`src/rtl/dct_share_arb.sv`:
```
`default_nettype none
`timescale 1ns/1ps
// +----------------------------------------------------------------------+
// | dct_share_arb: two-port block arbiter sharing one 4-point DCT core    |
// | Revision: 1.0                                                         |
// +----------------------------------------------------------------------+
module dct_share_arb #(
    parameter int DATA_W       = 8,
    parameter int OUT_W        = 16,
    parameter int ROWS_PER_BLK = 4
) (
    input  logic                clk,
    input  logic                rst,
    input  logic                s0_valid,
    output logic                s0_ready,
    input  logic [4*DATA_W-1:0] s0_x,
    input  logic                s1_valid,
    output logic                s1_ready,
    input  logic [4*DATA_W-1:0] s1_x,
    output logic [4*DATA_W-1:0] core_x,
    input  logic [4*OUT_W-1:0]  core_y,
    output logic                m0_valid,
    input  logic                m0_ready,
    output logic [4*OUT_W-1:0]  m0_y,
    output logic                m0_last,
    output logic                m1_valid,
    input  logic                m1_ready,
    output logic [4*OUT_W-1:0]  m1_y,
    output logic                m1_last,
    output logic                busy
);

    localparam int CNT_W = (ROWS_PER_BLK > 1) ? $clog2(ROWS_PER_BLK) : 1;
    localparam logic [CNT_W-1:0] LAST_CNT = CNT_W'(ROWS_PER_BLK - 1);

    typedef enum logic [1:0] {
        IDLE  = 2'd0,
        GRANT = 2'd1,
        RUN   = 2'd2
    } state_t;

    state_t           state;
    logic             gnt;
    logic             rr;
    logic             v1;
    logic             p1;
    logic             l1;
    logic [CNT_W-1:0] row_cnt;

    logic out_free;
    logic adv;
    logic take;
    logic acc;
    logic is_last;

    // Stage 1 drains into the output register of the port that owns its row,
    // which can differ from the current grant right after a block boundary.
    assign out_free = p1 ? (!m1_valid || m1_ready) : (!m0_valid || m0_ready);
    assign adv      = v1 && out_free;
    assign take     = (state == RUN) && (!v1 || adv);
    assign s0_ready = take && !gnt;
    assign s1_ready = take && gnt;
    assign acc      = gnt ? (s1_valid && s1_ready) : (s0_valid && s0_ready);
    assign is_last  = (row_cnt == LAST_CNT);
    assign busy     = (state != IDLE) || v1 || m0_valid || m1_valid;

    always_ff @(posedge clk) begin
        if (rst) begin
            state    <= IDLE;
            gnt      <= 1'b0;
            rr       <= 1'b0;
            row_cnt  <= '0;
            v1       <= 1'b0;
            p1       <= 1'b0;
            l1       <= 1'b0;
            core_x   <= '0;
            m0_valid <= 1'b0;
            m0_y     <= '0;
            m0_last  <= 1'b0;
            m1_valid <= 1'b0;
            m1_y     <= '0;
            m1_last  <= 1'b0;
        end else begin
            case (state)
                IDLE: begin
                    if (s0_valid || s1_valid) begin
                        gnt   <= (s0_valid && s1_valid) ? rr : s1_valid;
                        state <= GRANT;
                    end
                end
                GRANT: begin
                    row_cnt <= '0;
                    state   <= RUN;
                end
                RUN: begin
                    if (acc) begin
                        row_cnt <= row_cnt + 1'b1;
                        if (is_last) begin
                            rr    <= ~gnt;
                            state <= IDLE;
                        end
                    end
                end
                default: state <= IDLE;
            endcase

            if (acc) begin
                core_x <= gnt ? s1_x : s0_x;
                l1     <= is_last;
                p1     <= gnt;
                v1     <= 1'b1;
            end else if (adv) begin
                v1 <= 1'b0;
            end

            // A load takes priority over a pop so a same-edge pop+refill stays valid.
            if (adv && !p1) begin
                m0_valid <= 1'b1;
                m0_y     <= core_y;
                m0_last  <= l1;
            end else if (m0_valid && m0_ready) begin
                m0_valid <= 1'b0;
                m0_last  <= 1'b0;
            end

            if (adv && p1) begin
                m1_valid <= 1'b1;
                m1_y     <= core_y;
                m1_last  <= l1;
            end else if (m1_valid && m1_ready) begin
                m1_valid <= 1'b0;
                m1_last  <= 1'b0;
            end
        end
    end

endmodule
`default_nettype wire

```
`config.mk`:
```
export PLATFORM = sky130hd
export DESIGN_NAME = dct_share_arb
export DESIGN_NICKNAME = d
export VERILOG_FILES = /design/src/rtl/dct_share_arb.sv
export SDC_FILE = /design/constraint.sdc
export NUM_CORES = 1
export LEC_CHECK = 0
export CORE_MARGIN = 2
export CORE_UTILIZATION = 37
export CTS_BUF_LIST = sky130_fd_sc_hd__clkbuf_4 sky130_fd_sc_hd__clkbuf_8 sky130_fd_sc_hd__clkbuf_16
export CTS_CLUSTER_SIZE = 25
export DETAILED_ROUTE_END_ITERATION = 8
export HOLD_SLACK_MARGIN = 0.12
export MAX_ROUTING_LAYER = met4
export PLACE_DENSITY = 0.79
export SYNTH_ARGS = -nofsm -noshare
export SYNTH_HDL_FRONTEND = slang
export SYNTH_SLANG_ARGS = --single-unit
```
`constraint.sdc`:
```
create_clock -name clk -period 1.7 [get_ports clk]
set_input_delay 0.51 -clock clk [delete_from_list [all_inputs] [get_ports clk]]
set_output_delay 0.51 -clock clk [all_outputs]
set_load 0.05 [all_outputs]
```
==> results.json <==
{
  "fillers": 1129,
  "reg2reg_from": "p1",
  "antenna_found_initial": 1,
  "violations": "negative setup slack",
  "leakagePower_nw": 4.53,
  "syn-num-nets": 903,
  "cts_made_buffers": 17,
  "min_period_ns": 2.14,
  "clock_power_share": 0.398,
  "crit_path_start_kind": "register",
  "maxCapViolCount": 0,
  "clk_pin_slew_worst_paths_ns": 0.07,
  "status": "complete, but fails checks",
  "cts.sinks": 173,
  "io_buffers": 300,
  "syn_area_um2": 6550,
  "ys_types": 29,
  "power_density_nw_per_um2": 789,
  "firstDrtPassIters": 4,
  "crit_path_start": "p1",
  "p_int_w": 0.00734,
  "rsz0062_at_grt": "true",
  "mostFrequentLayoutCells": "nand2_1, buf_12, dfxtp_1, a21oi_1, clkdlybuf4s50_1",
  "worstSetupEndpointType": "output port",
  "synth-seq-cells": 173,
  "grt_pass1_wl_um": 34400,
  "worstHoldStart": "rst",
  "die_x_um": 137,
  "maxSlewHeadroom": 0.629,
  "cts_tree": "done",
  "cts_buffer_depth": 2,
  "dieArea_um2": 18800,
  "switching_share": 0.264,
  "grt_pass1_vias": 6748,
  "slew_violations": 0,
  "hpwl_um": 16100,
  "ant_nets": 0,
  "max_freq_ghz": 0.467,
  "layout_setup_ws_ns": -0.441,
  "ys.flop_type": "dfxtp_1",
  "setup_violations": 16,
  "routed_wl_um": 22400,
  "drc": 0,
  "fin_skew_ns": 0.00791,
  "cp.arrival_ns": 1.63,
  "htreeDepth": 4,
  "overflow": 0,
  "wl_per_cell_um": 16.9,
  "ctsHoldBuffers": 0,
  "finalCritPeriodShare": 1.26,
  "grtUsageTotal": 0.243,
  "worst_pin_slew_ns": 0.556,
  "power_frac_comb": 0.175,
  "avgSynthCellArea_um2": 8.53,
  "clk_latency_ns": 0.41,
  "final_common_cell": "nand2_1",
  "peakVddDrop_v": 0.000693,
  "area_delta_synth_final_pct": 93.2,
  "synth-warning-count": 0,
  "hp-class": "in2reg",
  "drive_gt1_frac": 0.295,
  "yosysSeqAreaShare": 0.529,
  "cts-root-buf": "clkbuf_16",
  "fin_nets": 1226,
  "start_util": 0.379,
  "avgViaCountPerCell": 4.97,
  "cp_max_fo": 4,
  "coreArea_um2": 17300,
  "drtIter0Drc": 287,
  "num_rows": 48,
  "gp_congestion": 0.819,
  "grt_max_degree": 44,
  "pin_count": 301,
  "hold_slack_ns": 0.450,
  "switching_power_w": 0.00263,
  "async_flop_share": 0,
  "vias": 6607,
  "dp_worst_setup_slack_ns": -0.684,
  "die_h_um": 137,
  "synth_edf_count": 0,
  "pwr-share-seq": 0.427,
  "critPathKind": "reg2out",
  "synthCells": 768,
  "cp.required_ns": 1.19,
  "hold_viol_final": 0
}
## final timing paths
| path | slack, ns | depth (start not counted) | to |
|---|---|---|---|
| setup / recovery | -0.44 | 4 | s0_ready |
| hold reg to reg | 0.48 | 2 | m0_last |
| setup reg to reg | -0.07 | 7 | row_cnt[0] |
| hold / removal | 0.45 | 2 | state[0] |
## logic make-up after synthesis
family	count (synthesis)	share of synthesized area
AOI/OAI and AO/OA	171	0.170
adders and majority gates	1	0.00191
buffers and inverters	58	0.0424
DFF	173	0.529
muxes	35	0.0541
and+or+nand+nor	330	0.203
## worst max-delay path, cell delays in order (launching register included)
cell	delay (ns)
dfxtp_2	0.36
and4bb_4	0.22
buf_6	0.12
nor4_4	0.33
buf_12	0.18
## metrics by stage
step	utilization	total power [W]	TNS, ns	instances	area [um2]
finish	0.731	0.00997	-1.31	1330	12600
global route	0.731	0.0103	-2.41	1330	12600
CTS	0.727	0.0100	-1.68	1328	12600
detailed placement	0.679	0.00599	-59.77	1278	11800
global placement	0.679	0.00596	-52.59	1278	11800
floorplan	-	0.00506	-2.51	768	6580
## power groups by stage
stage,logic [W],clock network [W],registers [W]
2_1_floorplan,0.000465,0,0.00459
3_5_place_dp,0.00165,0,0.00435
4_1_cts,0.00172,0.00405,0.00426
6_report,0.00174,0.00397,0.00426
5_1_grt,0.00183,0.00420,0.00427
3_3_place_gp,0.00162,0,0.00434
## layout make-up
class | count | area (um2) | share of cell area
multi-input cells | 537 | 2910 | 0.230
flip-flops and latches | 173 | 3470 | 0.275
clock inverters | 13 | 155 | 0.0123
well taps | 225 | 282 | 0.0223
repair buffers | 362 | 5380 | 0.425
diodes | 1 | 2.50 | 0.000198
clock buffers | 19 | 453 | 0.0358
## synth_stat cells, types with 4 or more instances
master / number / share of area
buf_2: 6 / 0.0046
nor2_1: 39 / 0.022
nand2_1: 265 / 0.15
clkbuf_1: 35 / 0.020
buf_6: 7 / 0.012
dfxtp_1: 173 / 0.53
buf_1: 10 / 0.0057
mux2i_1: 32 / 0.049
a211oi_2: 32 / 0.061
nand2b_1: 6 / 0.0057
nand3_1: 4 / 0.0031
a21oi_1: 134 / 0.10
## state kept, by name (all words and copies together), names as in the netlist
| name | cells |
|---|---|
| row_cnt | 2 |
| state | 2 |
| m0_last | 1 |
| l1 | 1 |
| m1_last | 1 |
| p1 | 1 |
| rr | 1 |
| m0_y | 64 |
| v1 | 1 |
| m0_valid | 1 |
| m1_valid | 1 |
| core_x | 32 |
| gnt | 1 |
| m1_y | 64 |
## layer usage
layer,part of all wire,vias up,GRT usage
li1,-,3203,-
met1,0.38,3152,0.261
met2,0.52,213,0.429
met3,0.068,39,0.0622
met4,0.032,0,0.0968
met5,0,-,-
## repair_timing
action,CTS,global route
pin swaps,7,7
resized for setup,21,21
cloned,1,1
endpoints found under the setup margin,39,37
setup buffers,17,4
Note: power is estimated with default switching activity, not from simulation.
